[src/rtl/uart_pkg.sv]
// rtl/uart_pkg.sv - shared UART constants and receiver state encoding
package uart_pkg;

  localparam int   UART_DATA_BITS  = 8;
  localparam logic UART_IDLE_LEVEL = 1'b1;

  typedef enum logic [2:0] {
    IDLE,
    START,
    DATA,
    STOP,
    WAIT_HIGH
  } uart_state_e;

endpackage

[src/rtl/sync2.sv]
// rtl/sync2.sv - two-flop synchronizer for an asynchronous input
module sync2 #(
  parameter logic RESET_VAL = 1'b0
) (
  input  logic clk,
  input  logic rst,
  input  logic d,
  output logic q
);

  logic meta_q, meta_d;
  logic sync_q, sync_d;

  always_comb begin
    meta_d = d;
    sync_d = meta_q;
  end

  always_ff @(posedge clk) begin
    if (rst) begin
      meta_q <= RESET_VAL;
      sync_q <= RESET_VAL;
    end else begin
      meta_q <= meta_d;
      sync_q <= sync_d;
    end
  end

  assign q = sync_q;

endmodule

[src/rtl/uart_rx.sv]
// rtl/uart_rx.sv - 8-N-1 UART receiver sampling mid-bit on an oversampling clock
module uart_rx
  import uart_pkg::*;
#(
  parameter int OVERSAMPLE = 16
) (
  input  logic                      clk,
  input  logic                      rst,
  input  logic                      rx,
  output logic [UART_DATA_BITS-1:0] data,
  output logic                      valid,
  output logic                      frame_err,
  output logic                      busy
);

  localparam int             CW    = $clog2(OVERSAMPLE);
  localparam int             BW    = $clog2(UART_DATA_BITS);
  localparam logic [CW-1:0]  H_M1  = CW'(OVERSAMPLE / 2 - 1);
  localparam logic [CW-1:0]  OS_M1 = CW'(OVERSAMPLE - 1);
  localparam logic [BW-1:0]  LAST  = BW'(UART_DATA_BITS - 1);

  logic rxs;

  sync2 #(.RESET_VAL(UART_IDLE_LEVEL)) u_sync (
    .clk (clk),
    .rst (rst),
    .d   (rx),
    .q   (rxs)
  );

  uart_state_e               state_q, state_d;
  logic [CW-1:0]             cnt_q, cnt_d;
  logic [BW-1:0]             bit_q, bit_d;
  logic [UART_DATA_BITS-1:0] shift_q, shift_d;
  logic [UART_DATA_BITS-1:0] data_q, data_d;
  logic                      valid_q, valid_d;
  logic                      ferr_q, ferr_d;

  logic line_low;
  assign line_low = (rxs != UART_IDLE_LEVEL);

  always_ff @(posedge clk) begin
    if (rst) state_q <= IDLE;
    else     state_q <= state_d;
  end

  always_comb begin
    state_d = state_q;
    case (state_q)
      IDLE:      if (line_low) state_d = START;
      START:     if (cnt_q == H_M1) state_d = line_low ? DATA : IDLE;
      DATA:      if (cnt_q == OS_M1 && bit_q == LAST) state_d = STOP;
      STOP:      if (cnt_q == OS_M1) state_d = line_low ? WAIT_HIGH : IDLE;
      WAIT_HIGH: if (!line_low) state_d = IDLE;
      default:   state_d = IDLE;
    endcase
  end

  // Datapath updates; strobes default low so each fires for a single cycle.
  always_comb begin
    cnt_d   = cnt_q;
    bit_d   = bit_q;
    shift_d = shift_q;
    data_d  = data_q;
    valid_d = 1'b0;
    ferr_d  = 1'b0;
    case (state_q)
      IDLE: cnt_d = '0;
      START: begin
        cnt_d = cnt_q + CW'(1);
        if (cnt_q == H_M1 && line_low) begin
          cnt_d = '0;
          bit_d = '0;
        end
      end
      DATA: begin
        cnt_d = cnt_q + CW'(1);
        if (cnt_q == OS_M1) begin
          shift_d = {rxs, shift_q[UART_DATA_BITS-1:1]};
          cnt_d   = '0;
          bit_d   = bit_q + BW'(1);
        end
      end
      STOP: begin
        cnt_d = cnt_q + CW'(1);
        if (cnt_q == OS_M1) begin
          if (line_low) begin
            ferr_d = 1'b1;
          end else begin
            data_d  = shift_q;
            valid_d = 1'b1;
          end
        end
      end
      default: ;
    endcase
  end

  always_ff @(posedge clk) begin
    if (rst) begin
      cnt_q   <= '0;
      bit_q   <= '0;
      shift_q <= '0;
      data_q  <= '0;
      valid_q <= 1'b0;
      ferr_q  <= 1'b0;
    end else begin
      cnt_q   <= cnt_d;
      bit_q   <= bit_d;
      shift_q <= shift_d;
      data_q  <= data_d;
      valid_q <= valid_d;
      ferr_q  <= ferr_d;
    end
  end

  assign data      = data_q;
  assign valid     = valid_q;
  assign frame_err = ferr_q;
  assign busy      = (state_q != IDLE);

endmodule

[config.mk]
export PLATFORM = sky130hd
export DESIGN_NAME = uart_rx
export DESIGN_NICKNAME = d
export VERILOG_FILES = /design/src/rtl/uart_pkg.sv /design/src/rtl/sync2.sv /design/src/rtl/uart_rx.sv
export SDC_FILE = /design/constraint.sdc
export NUM_CORES = 1
export LEC_CHECK = 0
export CORE_ASPECT_RATIO = 1.1
export CORE_MARGIN = 1.5
export CORE_UTILIZATION = 53
export CTS_CLUSTER_DIAMETER = 60
export CTS_CLUSTER_SIZE = 40
export DETAILED_ROUTE_END_ITERATION = 10
export PLACE_DENSITY_LB_ADDON = 0.25
export SYNTH_ARGS = -nofsm -noshare
export SYNTH_HDL_FRONTEND = slang
export SYNTH_SLANG_ARGS = --single-unit
[constraint.sdc]
create_clock -name clk -period 1.6 [get_ports clk]
set_input_delay 0.16 -clock clk [delete_from_list [all_inputs] [get_ports clk]]
set_output_delay 0.16 -clock clk [all_outputs]
set_load 0.01 [all_outputs]
* Yosys cells after proc, flatten, opt, wreduce, memory -nomap -nowiden *
Cells that the tools add are included.

word-level totals
  register bits after elaboration = 30
  input port bits = 3
  output and inout port bits = 11
  logic and storage cells = 55

operators by class
  add/subtract/negate cells = 2
  equal/unequal tests = 14
  muxes and demuxes = 16
  bitwise logic cells = 3
  reductions and logical operators = 11

operators by type and width
  cell                                                 count
  2-to-1 mux 3 bit                                     8
  one-hot mux 4 bit (4 select lines)                   1
  one-hot mux 3 bit (5 select lines)                   1
  != test 2 bit, second input constant                 6
  2-to-1 mux 4 bit                                     2
  equality test 3 x 2 -> 1 bit, second input constant  2
  equality test 3 bit, second input constant           2
  one-hot mux 3 bit (2 select lines)                   1
  AND reduction 3 bit                                  2
  AND reduction 5 bit                                  1
  adder 4 x 1 -> 4 bit, second input constant          1
  equality test 4 x 3 -> 1 bit, second input constant  1
  equality test 4 bit, second input constant           1
  nonzero test 4 bit                                   1
  adder 3 x 1 -> 3 bit, second input constant          1
  equality test 3 x 1 -> 1 bit, second input constant  1
  logical NOT 3 bit                                    1
  NOT 1 bit                                            3
  nonzero test 3 bit                                   1
  OR reduction 3 bit                                   1
  logical AND 1 bit                                    2
  2-to-1 mux 1 bit                                     2
  2-to-1 mux 2 bit                                     1
  != test 2 x 1 -> 1 bit, second input constant        1
  2 further kinds                                      2

* Depth between registers and ports, before layout *
  depth after elaboration = 4
  gate-level depth with buffers = 6
  gate-level depth less buffers = 5

* Hierarchy *
Synthesis repeated with hierarchy kept, for this count alone.

second synthesis, totals
  cell total of the unflattened synthesis = 151
  area total of the unflattened synthesis = 1385.1 µm²

modules (own cells, without submodules)
  module   times used  cells each  area an instance (µm²)  sequential area each (µm²)
  uart_rx  1           147         1332.5                  560.5
  sync2    1           4           52.6                    40.0

* Least setup slack after synthesis *
Ideal clock, no wire load.

  path kind = reg2reg
  start point = register cnt_q[0]
  end point = register shift_q[0]
  library setup time = 0.128 ns
  arrival = 1.302 ns
  required time = 1.472 ns
  setup slack = 0.170 ns
  cell stages (with the launch flop) = 7
  path buffers = 1
  clock period less this slack = 1.430 ns
  cells stage by stage = dfxtp_1 > ha_1 > and3b_1 > and2_1 > buf_6 > mux2i_1 > nor2_1

on the way
  cells in the longest elaborated chain, start to end = 2

ends and longest elaborated chain
  what                           RTL line        RTL
  from (decl)                    uart_rx.sv:32   logic [CW-1:0] cnt_q, cnt_d;
  from (signal assigned)         uart_rx.sv:108  cnt_q <= cnt_d;
  equality test 4 bit            uart_rx.sv:78   if (cnt_q == OS_M1) begin
  AND reduction 2 bit (no line)  -
  to (signal assigned)           uart_rx.sv:110  shift_q <= shift_d;
  to (decl)                      uart_rx.sv:34   logic [UART_DATA_BITS-1:0] shift_q, shift_d;

No other way between the ends.
A chain may end at the register's enable or synchronous reset.

* Worst setup path in the final report *
  start point = register state_q[0]
  end point = output busy

on the way
  cells in the longest elaborated chain, start to end = 1

ends and longest elaborated chain
  what                    RTL line        RTL
  from (decl)             uart_rx.sv:31   uart_state_e state_q, state_d;
  from (signal assigned)  uart_rx.sv:44   else state_q <= state_d;
  nonzero test 3 bit      uart_rx.sv:120  assign busy = (state_q != IDLE);
  to (decl)               uart_rx.sv:13   output logic busy

No other way between the ends.

==> key figures <==
Logic synthesis
  – Yosys reg bits: 30
  – Predominant post-synthesis flop cell: dfxtp_1
  – Share of the yosys chip area belonging to registers: 48.2%
  – Largest cells by area after synthesis: dfxtp_1 48%, mux2i_1 14%, nor2_1 6.9%
  – Top cell type's share of synthesized area: 48.2%
  – Synth unique cells: 33
  – Post-synth EDFFs: 0
  – Synth Instances: 128
  – Warnings from Yosys: 0
  – Syn_nets: 134
  – Asr flop ratio synth: 0%
  – Post-Syn Area: 1250 µm²
  – Leading area contributor after synthesis: dfxtp_1
  – Post-Syn Area per Cell: 9.74 µm²

Min path
  – Worst hold path class: input pin to flop
  – Min-delay src: rx

Drt
  – DRC Markers: 0
  – Detailed Route Iter0 Violations: 7
  – Routed WL per cell: 12.2 µm
  – Routed WL: 2.17 mm
  – Drt pass-1 iters: 4
  – Vias per cell: 5.18
  – Routed Antenna Nets: 0
  – Via count: 917

CTS
  – CTS tree: built
  – CTS Hold Bufs: 0
  – Clock Latency Late Sink: 0.32 ns
  – CTS sink count: 30
  – Clock Tree Buf Depth: 2
  – Clock transition at the registers of the reported paths: 0.10 ns
  – Cts bufs inserted: 5
  – Htree depth: 2
  – Root Buffer: clkbuf_4
  – Post-CTS setup buffer count: 0

Timing
  – Clock skew: 0.0147 ns
  – Setup TNS: 0 ns
  – Hold Fails Final Rpt: 0
  – Final setup violation count: 0
  – Fmax: 665 MHz
  – Worst-Margin Slew: 0.389 ns
  – Max-slew violation count: 0
  – Tcrit/Tclk final: 94.0%
  – Worst Hold Slack: 0.390 ns
  – RSZ-0062 raised after global routing: no
  – Min cycle time layout: 1.50 ns
  – Relative slew margins: 73.6%
  – Fin worst setup slack: 0.0966 ns

Global routing
  – Largest net degree at the start of global routing: 31
  – Vias in the first global route: 871
  – Total grt overflow: 0
  – Initial antenna violation count: 0
  – First-pass GRT wire length: 3.71 mm
  – GRT Total Usage: 18.7%

Setup path
  – Crit path kind: flop to output port
  – CP max-delay cell: dfxtp_4
  – CP Launch Type: flop
  – Critical path, cell by cell: or2_4 -> nor2_4 -> inv_1 -> dlygate4sd2_1
  – CP Data Required Time: 1.44 ns
  – Setup crit start: state_q[0]$_SDFFE_PP0P_
  – CP delay by family, top: flip-flops
  – Critical path arrival: 1.34 ns
  – Worst r2r src: state_q[2]$_SDFFE_PP0P_
  – Critical path fanouts, max: 7
  – Buffers plus inverters on the worst setup path: 2
  – CP max stage delay: 0.38 ns
  – Crit end category: output port

Power
  – PD cells: 836 nW/µm²
  – Combinational share of power: 3.9%
  – Reported net switching power: 0.284 mW
  – Clock network fraction of design power: 36.7%
  – Peak VDD IR: 0.673 mV
  – Power, Total: 1.27 mW
  – Flop pwr share: 59.5%
  – Leak pwr: 0.603 nW
  – Switching Share: 22.3%
  – Int Pwr: 0.986 mW

Placement
  – Port Buf Inserts: 13
  – Final HPWL DP: 1.51 mm
  – Setup WS pre-CTS: 0.0706 ns
  – Placement Cell Area: 1430 µm²
  – Gp weighted congestion: 0.766
  – Dpl cells: 169

Die
  – Die Y: 53.9 µm
  – Die ar.: 2650 µm²
  – Row Count: 18
  – Die width: 49.2 µm
  – Initial Utilization: 55.9%
  – Core ar.: 2230 µm²
  – I/O pin total: 14

Finish
  – Final Util: 68.1%
  – Fin cells: 177
  – Design Area, Final: 1520 µm²
  – Share of cells above drive strength 1: 17.0%
  – NumNets Final: 152
  – Layout area overhead: 21.8%
  – Antenna fix cells: 0

Job
  – Max cap viols: 0

Status
  – Status: completed
state kept, by name (all words and copies together), names as in the netlist:
register	cells
state_q	3
cnt_q	4
shift_q	8
data	8
u_sync.q	1
frame_err	1
u_sync.meta_q	1
bit_q	3
valid	1
final cells by class:
class | instances | area (µm²)
fill | 173 | 712
sequential | 30 | 606
multi-input combinational | 87 | 606
timing repair buffer | 21 | 201
clock buffer | 6 | 51.3
tap | 30 | 37.5
clock inverter | 2 | 12.5
inverter | 1 | 3.75
synth_stat cells, types with 2 or more instances:
library cell,n
nor3_1,2
clkbuf_1,4
nand2_1,6
a22oi_1,2
or2_2,4
nand3_1,2
buf_4,3
nor3b_1,2
a21oi_1,5
buf_2,2
mux2i_1,17
ha_1,3
dfxtp_1,30
nand4b_1,3
and3b_1,2
nor2_1,23
or3_1,2
metal layers:
metal  share of wire (%)  GRT usage [%]  routed length [µm]
met2                  50           33.8                1080
met1                  46           20.4                1000
met3                 3.4           5.00                  74
met5                   0              0                   0
met4                0.46           10.0                  10
kinds of logic (layout without fill, tap and decap cells):
kind of cell | count (synthesis) | after routing | share of synthesized area (%)
flip-flops | 30 | 30 | 48.2
XOR/XNOR | 1 | 1 | 0.703
AND/OR/NAND/NOR | 54 | 54 | 22.7
buffers and inverters | 11 | 30 | 5.02
adder cells (fa/ha/maj) | 3 | 3 | 3.01
AO/OA/AOI/OAI | 12 | 12 | 6.73
multiplexers | 17 | 17 | 13.7
timing repair:
item / 4_1_cts / 5_1_grt
resized for setup: 3 / 6
endpoints found under the setup margin: 1 / 13
endpoints found under the hold margin: 0 / 0
final timing paths:
check | cells after the start | endpoint | slack (ns)
max | 4 | busy | 0.1
max reg2reg | 5 | bit_q[1]$_SDFFE_PP0P_ | 0.1
min reg2reg | 1 | u_sync.q$_SDFF_PP1_ | 0.45
min | 2 | u_sync.meta_q$_SDFF_PP1_ | 0.39
layout by cell type, fill, tap and decap left out, drive strengths merged, types with 4 or more instances in the layout:
cell type	synthesis	final
dfxtp	30	30
nor2	23	23
mux2i	17	17
clkdlybuf4s50	0	12
buf	6	8
nand2	6	6
clkbuf	4	6
a21oi	5	5
or2	4	4
power by group through the flow:
stage	combinational, mW	clock [mW]	sequential [mW]
after floorplan	0.0282	0	0.771
after global placement	0.0476	0	0.772
after detailed placement	0.0482	0	0.772
after CTS	0.0479	0.484	0.755
after global routing	0.0537	0.505	0.756
final	0.0491	0.466	0.755
(Power assumes the default switching activity.)
